## src/rtl/rggen_bit_field_counter.sv

```systemverilog
// Hardware-owned counter bit field: hardware counts up/down, software reads/loads it,
// with optional saturation, clear-on-read and a sticky overflow/underflow flag.
module rggen_bit_field_counter #(
    parameter int               WIDTH         = 8,
    parameter logic [WIDTH-1:0] INITIAL_VALUE = '0,
    parameter int               STEP_WIDTH    = 1,
    parameter int               SATURATE      = 0,
    parameter int               CLEAR_ON_READ = 0
) (
    input  logic                  i_clk,
    input  logic                  i_rst,
    input  logic                  i_bit_field_valid,
    input  logic [WIDTH-1:0]      i_bit_field_read_mask,
    input  logic [WIDTH-1:0]      i_bit_field_write_mask,
    input  logic [WIDTH-1:0]      i_bit_field_write_data,
    output logic [WIDTH-1:0]      o_bit_field_read_data,
    output logic [WIDTH-1:0]      o_bit_field_value,
    input  logic                  i_clear,
    input  logic                  i_up_valid,
    input  logic [STEP_WIDTH-1:0] i_up_value,
    input  logic                  i_down_valid,
    input  logic [STEP_WIDTH-1:0] i_down_value,
    output logic                  o_overflow
);
    localparam int SUM_WIDTH = WIDTH + 2;

    logic [WIDTH-1:0]            counter;
    logic                        overflow;
    logic                        read_access;
    logic                        write_access;
    logic [STEP_WIDTH-1:0]       up_step;
    logic [STEP_WIDTH-1:0]       down_step;
    logic signed [SUM_WIDTH-1:0] sum;
    logic                        cross_high;
    logic                        cross_low;
    logic [WIDTH-1:0]            count_next;

    assign read_access  = i_bit_field_valid & (|i_bit_field_read_mask);
    assign write_access = i_bit_field_valid & (|i_bit_field_write_mask);

    assign up_step   = i_up_valid   ? i_up_value   : '0;
    assign down_step = i_down_valid ? i_down_value : '0;

    // Two guard bits hold the full range: sign in the MSB, carry-out just below it.
    assign sum = $signed({2'b00, counter})
               + $signed({{(SUM_WIDTH-STEP_WIDTH){1'b0}}, up_step})
               - $signed({{(SUM_WIDTH-STEP_WIDTH){1'b0}}, down_step});

    assign cross_low  = sum[SUM_WIDTH-1];
    assign cross_high = ~sum[SUM_WIDTH-1] & sum[WIDTH];

    always_comb begin
        count_next = sum[WIDTH-1:0];
        if (SATURATE != 0) begin
            if (cross_high) begin
                count_next = '1;
            end else if (cross_low) begin
                count_next = '0;
            end
        end
    end

    always_ff @(posedge i_clk) begin
        if (i_rst) begin
            counter  <= INITIAL_VALUE;
            overflow <= 1'b0;
        end else if (i_clear) begin
            counter  <= INITIAL_VALUE;
            overflow <= 1'b0;
        end else if (write_access) begin
            counter  <= (counter & ~i_bit_field_write_mask)
                      | (i_bit_field_write_data & i_bit_field_write_mask);
            overflow <= 1'b0;
        end else if (read_access && (CLEAR_ON_READ != 0)) begin
            // Flag deliberately survives a clear-on-read.
            counter  <= INITIAL_VALUE;
        end else begin
            counter <= count_next;
            if (cross_high || cross_low) begin
                overflow <= 1'b1;
            end
        end
    end

    assign o_bit_field_read_data = counter;
    assign o_bit_field_value     = counter;
    assign o_overflow            = overflow;

endmodule

```

## config.mk

```make
export PLATFORM = sky130hd
export DESIGN_NAME = rggen_bit_field_counter
export DESIGN_NICKNAME = d
export VERILOG_FILES = /design/src/rtl/rggen_bit_field_counter.sv
export SDC_FILE = /design/constraint.sdc
export NUM_CORES = 1
export LEC_CHECK = 0
export ABC_CLOCK_PERIOD_IN_PS = 2300
export CAP_MARGIN = 20
export CORE_ASPECT_RATIO = 1.25
export CORE_MARGIN = 8
export CORE_UTILIZATION = 34
export DETAILED_ROUTE_END_ITERATION = 16
export GPL_TIMING_DRIVEN = 0
export PLACE_DENSITY = 0.75
export SETUP_SLACK_MARGIN = 0.05
export SLEW_MARGIN = 10
export SYNTH_ARGS = -nofsm -noshare
export SYNTH_HDL_FRONTEND = slang
export SYNTH_SLANG_ARGS = --single-unit
```

## constraint.sdc

```tcl
create_clock -name i_clk -period 2.3 [get_ports i_clk]
set_input_delay 0.345 -clock i_clk [delete_from_list [all_inputs] [get_ports i_clk]]
set_output_delay 0.345 -clock i_clk [all_outputs]
set_load 0.01 [all_outputs]
```

==> impl_metrics.json <==
{
  "period_share": 0.948,
  "yosys_warnings": 0,
  "outcome": "completed",
  "dieArea_um2": 4450,
  "maxCapViolCount": 0,
  "clkPwrFrac": 0.201,
  "io_pins": 49,
  "path_cells": "clkbuf_2, and2_4, ha_1, inv_1, ha_2, inv_2, fa_2, nor2b_4, o31a_1, o21ai_2, nor4b_4, a2111oi_2",
  "cp_slowest_cell": "fa_2",
  "grt_max_degree": 11,
  "drt-vias-per-instance": 4.87,
  "max_freq_mhz": 458,
  "drtIter0Drc": 18,
  "crit_arrival_ns": 2.35,
  "chipHeight_um": 72.6,
  "clkTransAtPathRegs_ns": 0.07,
  "cts_tree": "yes",
  "initial_utilization": 0.359,
  "cts_hold_buffers": 0,
  "rsz0062_at_grt": "true",
  "critPathBufInv": 3,
  "vias": 910,
  "final_common_cell": "clkdlybuf4s50_1",
  "power_frac_seq": 0.283,
  "core-area_um2": 2430,
  "path_class": "in2reg",
  "min_period_ns": 2.18,
  "crit_family": "adder cells",
  "synth_seq_cells": 9,
  "crit_fanout": 3,
  "antenna_found_initial": 0,
  "switchingPower_uw": 219,
  "cp-start-kind": "input port",
  "fill_cells": 241,
  "die_x_um": 61.3,
  "power.leakage_uw": 0.000587,
  "routed_wl_um": 2540,
  "relSlewSlack": 0.635,
  "fin_nets": 198,
  "syn-num-nets": 149,
  "crit_required_ns": 2.47,
  "syn_area_per_cell_um2": 8.22,
  "grt_pass1_vias": 957,
  "cts_buffer_depth": 2,
  "drc_errors": 0,
  "ys_seq_area_frac": 0.207,
  "power.total_uw": 638,
  "irDropWorstVdd_uv": 281,
  "grt_pass1_wl_um": 4130,
  "grtUsageTotal": 0.121,
  "hold_viol_final": 0,
  "cts_inserted_buffers": 3,
  "num_antenna_cells": 0,
  "p_int_uw": 418,
  "dp_cells": 179,
  "switching_share": 0.344,
  "place_hpwl_um": 2050,
  "ys_types": 30,
  "mostFrequentLayoutCells": "clkdlybuf4s50_1 (36), buf_4 (12), inv_1 (11)",
  "p_per_area_nw_per_um2": 459,
  "cts_root_buf": "clkbuf_4",
  "p_comb_frac": 0.516,
  "synthesis.area_um2": 871,
  "grt_overflow": 0,
  "routedWlPerCell_um": 13.6,
  "num_rows": 20,
  "hold_class": "reg2reg",
  "finalSetupViolCount": 0,
  "final_cells": 187,
  "htreeDepth": 1,
  "io_buffers": 40,
  "drt_pass1_iterations": 4,
  "worstMarginPinSlew_ns": 0.547,
  "finalMaxSlewViolations": 0,
  "drive_above_1_share": 0.195,
  "utilization": 0.572,
  "cp-end-kind": "register",
  "multi_input_area_um2": 607,
  "gp_congestion": 0.884,
  "cpPeakStageDelay_ns": 0.36,
  "regArea_um2": 180,
  "drtAntennaViolNets": 0,
  "skew_ns": 0.00356,
  "cts_num_sinks": 9,
  "areaGrowthSynthToFinish_pct": 59.5,
  "synthesis.instances": 106,
  "clk-insertion-delay-late_ns": 0.27
}
## final timing paths
path	startpoint	end	slack, ns	cells past startpoint
setup reg to reg	register	o_overflow	0.32	8
setup / recovery	i_down_valid	register	0.12	12
hold / removal	o_overflow	o_overflow	0.51	2
hold reg to reg	o_overflow	o_overflow	0.51	2
## worst register-to-register path, cell delays in order (launching register included)
cell      delay (ns)
dfxtp_1         0.41
inv_1           0.07
ha_1            0.33
nor2b_4         0.15
o31a_1          0.28
buf_4           0.15
a211oi_2        0.20
xnor2_1         0.16
a311oi_2        0.11
## repair_timing
| item | CTS | global route |
|---|---|---|
| resized for setup | 13 | 5 |
| pin swaps | 11 | 9 |
| buffers inserted | 2 | 2 |
| gates cloned | 0 | 0 |
| setup endpoints to repair | 2 | 2 |
## routing by layer
layer | wire [um] | vias up | global-route usage | share of wire
met5 | 0 | - | 0 | 0
met4 | 39 | 0 | 0.0494 | 0.015
met3 | 243 | 5 | 0.0476 | 0.096
li1 | - | 460 | - | -
met1 | 1010 | 405 | 0.137 | 0.40
met2 | 1250 | 40 | 0.195 | 0.49
## power by group through the flow
stage | registers (uW) | logic (uW) | clock network (uW)
after floorplan | 187 | 182 | 0
after global placement | 184 | 295 | 0
after detailed placement | 184 | 300 | 0
after CTS | 181 | 317 | 134
after global routing | 184 | 360 | 136
final | 180 | 329 | 128
## metrics by stage
| step | hold slack [ns] | TNS [ns] | worst slack, ns | cell area [um^2] |
|---|---|---|---|---|
| floorplan | 0.511 | 0 | 0.0598 | 873 |
| global placement | 0.481 | -1.06 | -0.488 | 1320 |
| detailed placement | 0.490 | -1.16 | -0.531 | 1320 |
| CTS | 0.511 | 0 | 0.0858 | 1380 |
| global route | 0.538 | 0 | 0.0245 | 1390 |
| finish | 0.507 | 0 | 0.119 | 1390 |
## cell usage after synthesis
cell | number | share of area
inv_1 | 12 | 0.052
ha_1 | 10 | 0.14
nand2_1 | 10 | 0.043
dfxtp_1 | 9 | 0.21
a21oi_1 | 8 | 0.046
buf_4 | 8 | 0.069
a211oi_1 | 7 | 0.060
nor2_1 | 7 | 0.030
mux2i_1 | 5 | 0.057
o211a_1 | 3 | 0.034
o21ai_0 | 3 | 0.017
xnor2_1 | 3 | 0.030
nand3_1 | 2 | 0.011
nor4_1 | 2 | 0.014
xor2_1 | 2 | 0.020
a2111oi_2 | 1 | 0.017
a211oi_2 | 1 | 0.014
a21boi_1 | 1 | 0.0086
a311oi_2 | 1 | 0.017
and2_1 | 1 | 0.0072
buf_1 | 1 | 0.0043
buf_2 | 1 | 0.0057
fa_1 | 1 | 0.023
nand2b_1 | 1 | 0.0072
nor2b_1 | 1 | 0.0072
nor2b_4 | 1 | 0.016
nor4b_1 | 1 | 0.010
o21a_1 | 1 | 0.0086
o31a_1 | 1 | 0.010
or2_2 | 1 | 0.0072
## logic make-up after synthesis
kind of cell,after synthesis,synth area share
AO/OA/AOI/OAI,27,0.234
XOR/XNOR,5,0.0503
adder cells (fa/ha/maj),11,0.167
buffers and inverters,22,0.131
flip-flops,9,0.207
multiplexers,5,0.0575
AND/OR/NAND/NOR,27,0.154
## cell type report
| type | count | share of cell area |
|---|---|---|
| multi-input cells | 75 | 0.437 |
| repair buffers | 44 | 0.303 |
| flip-flops and latches | 9 | 0.130 |
| plain buffers | 10 | 0.0495 |
| inverters | 12 | 0.0324 |
| well taps | 33 | 0.0297 |
| clock buffers | 4 | 0.0189 |
No activity file was read; power rests on OpenSTA's default activity.
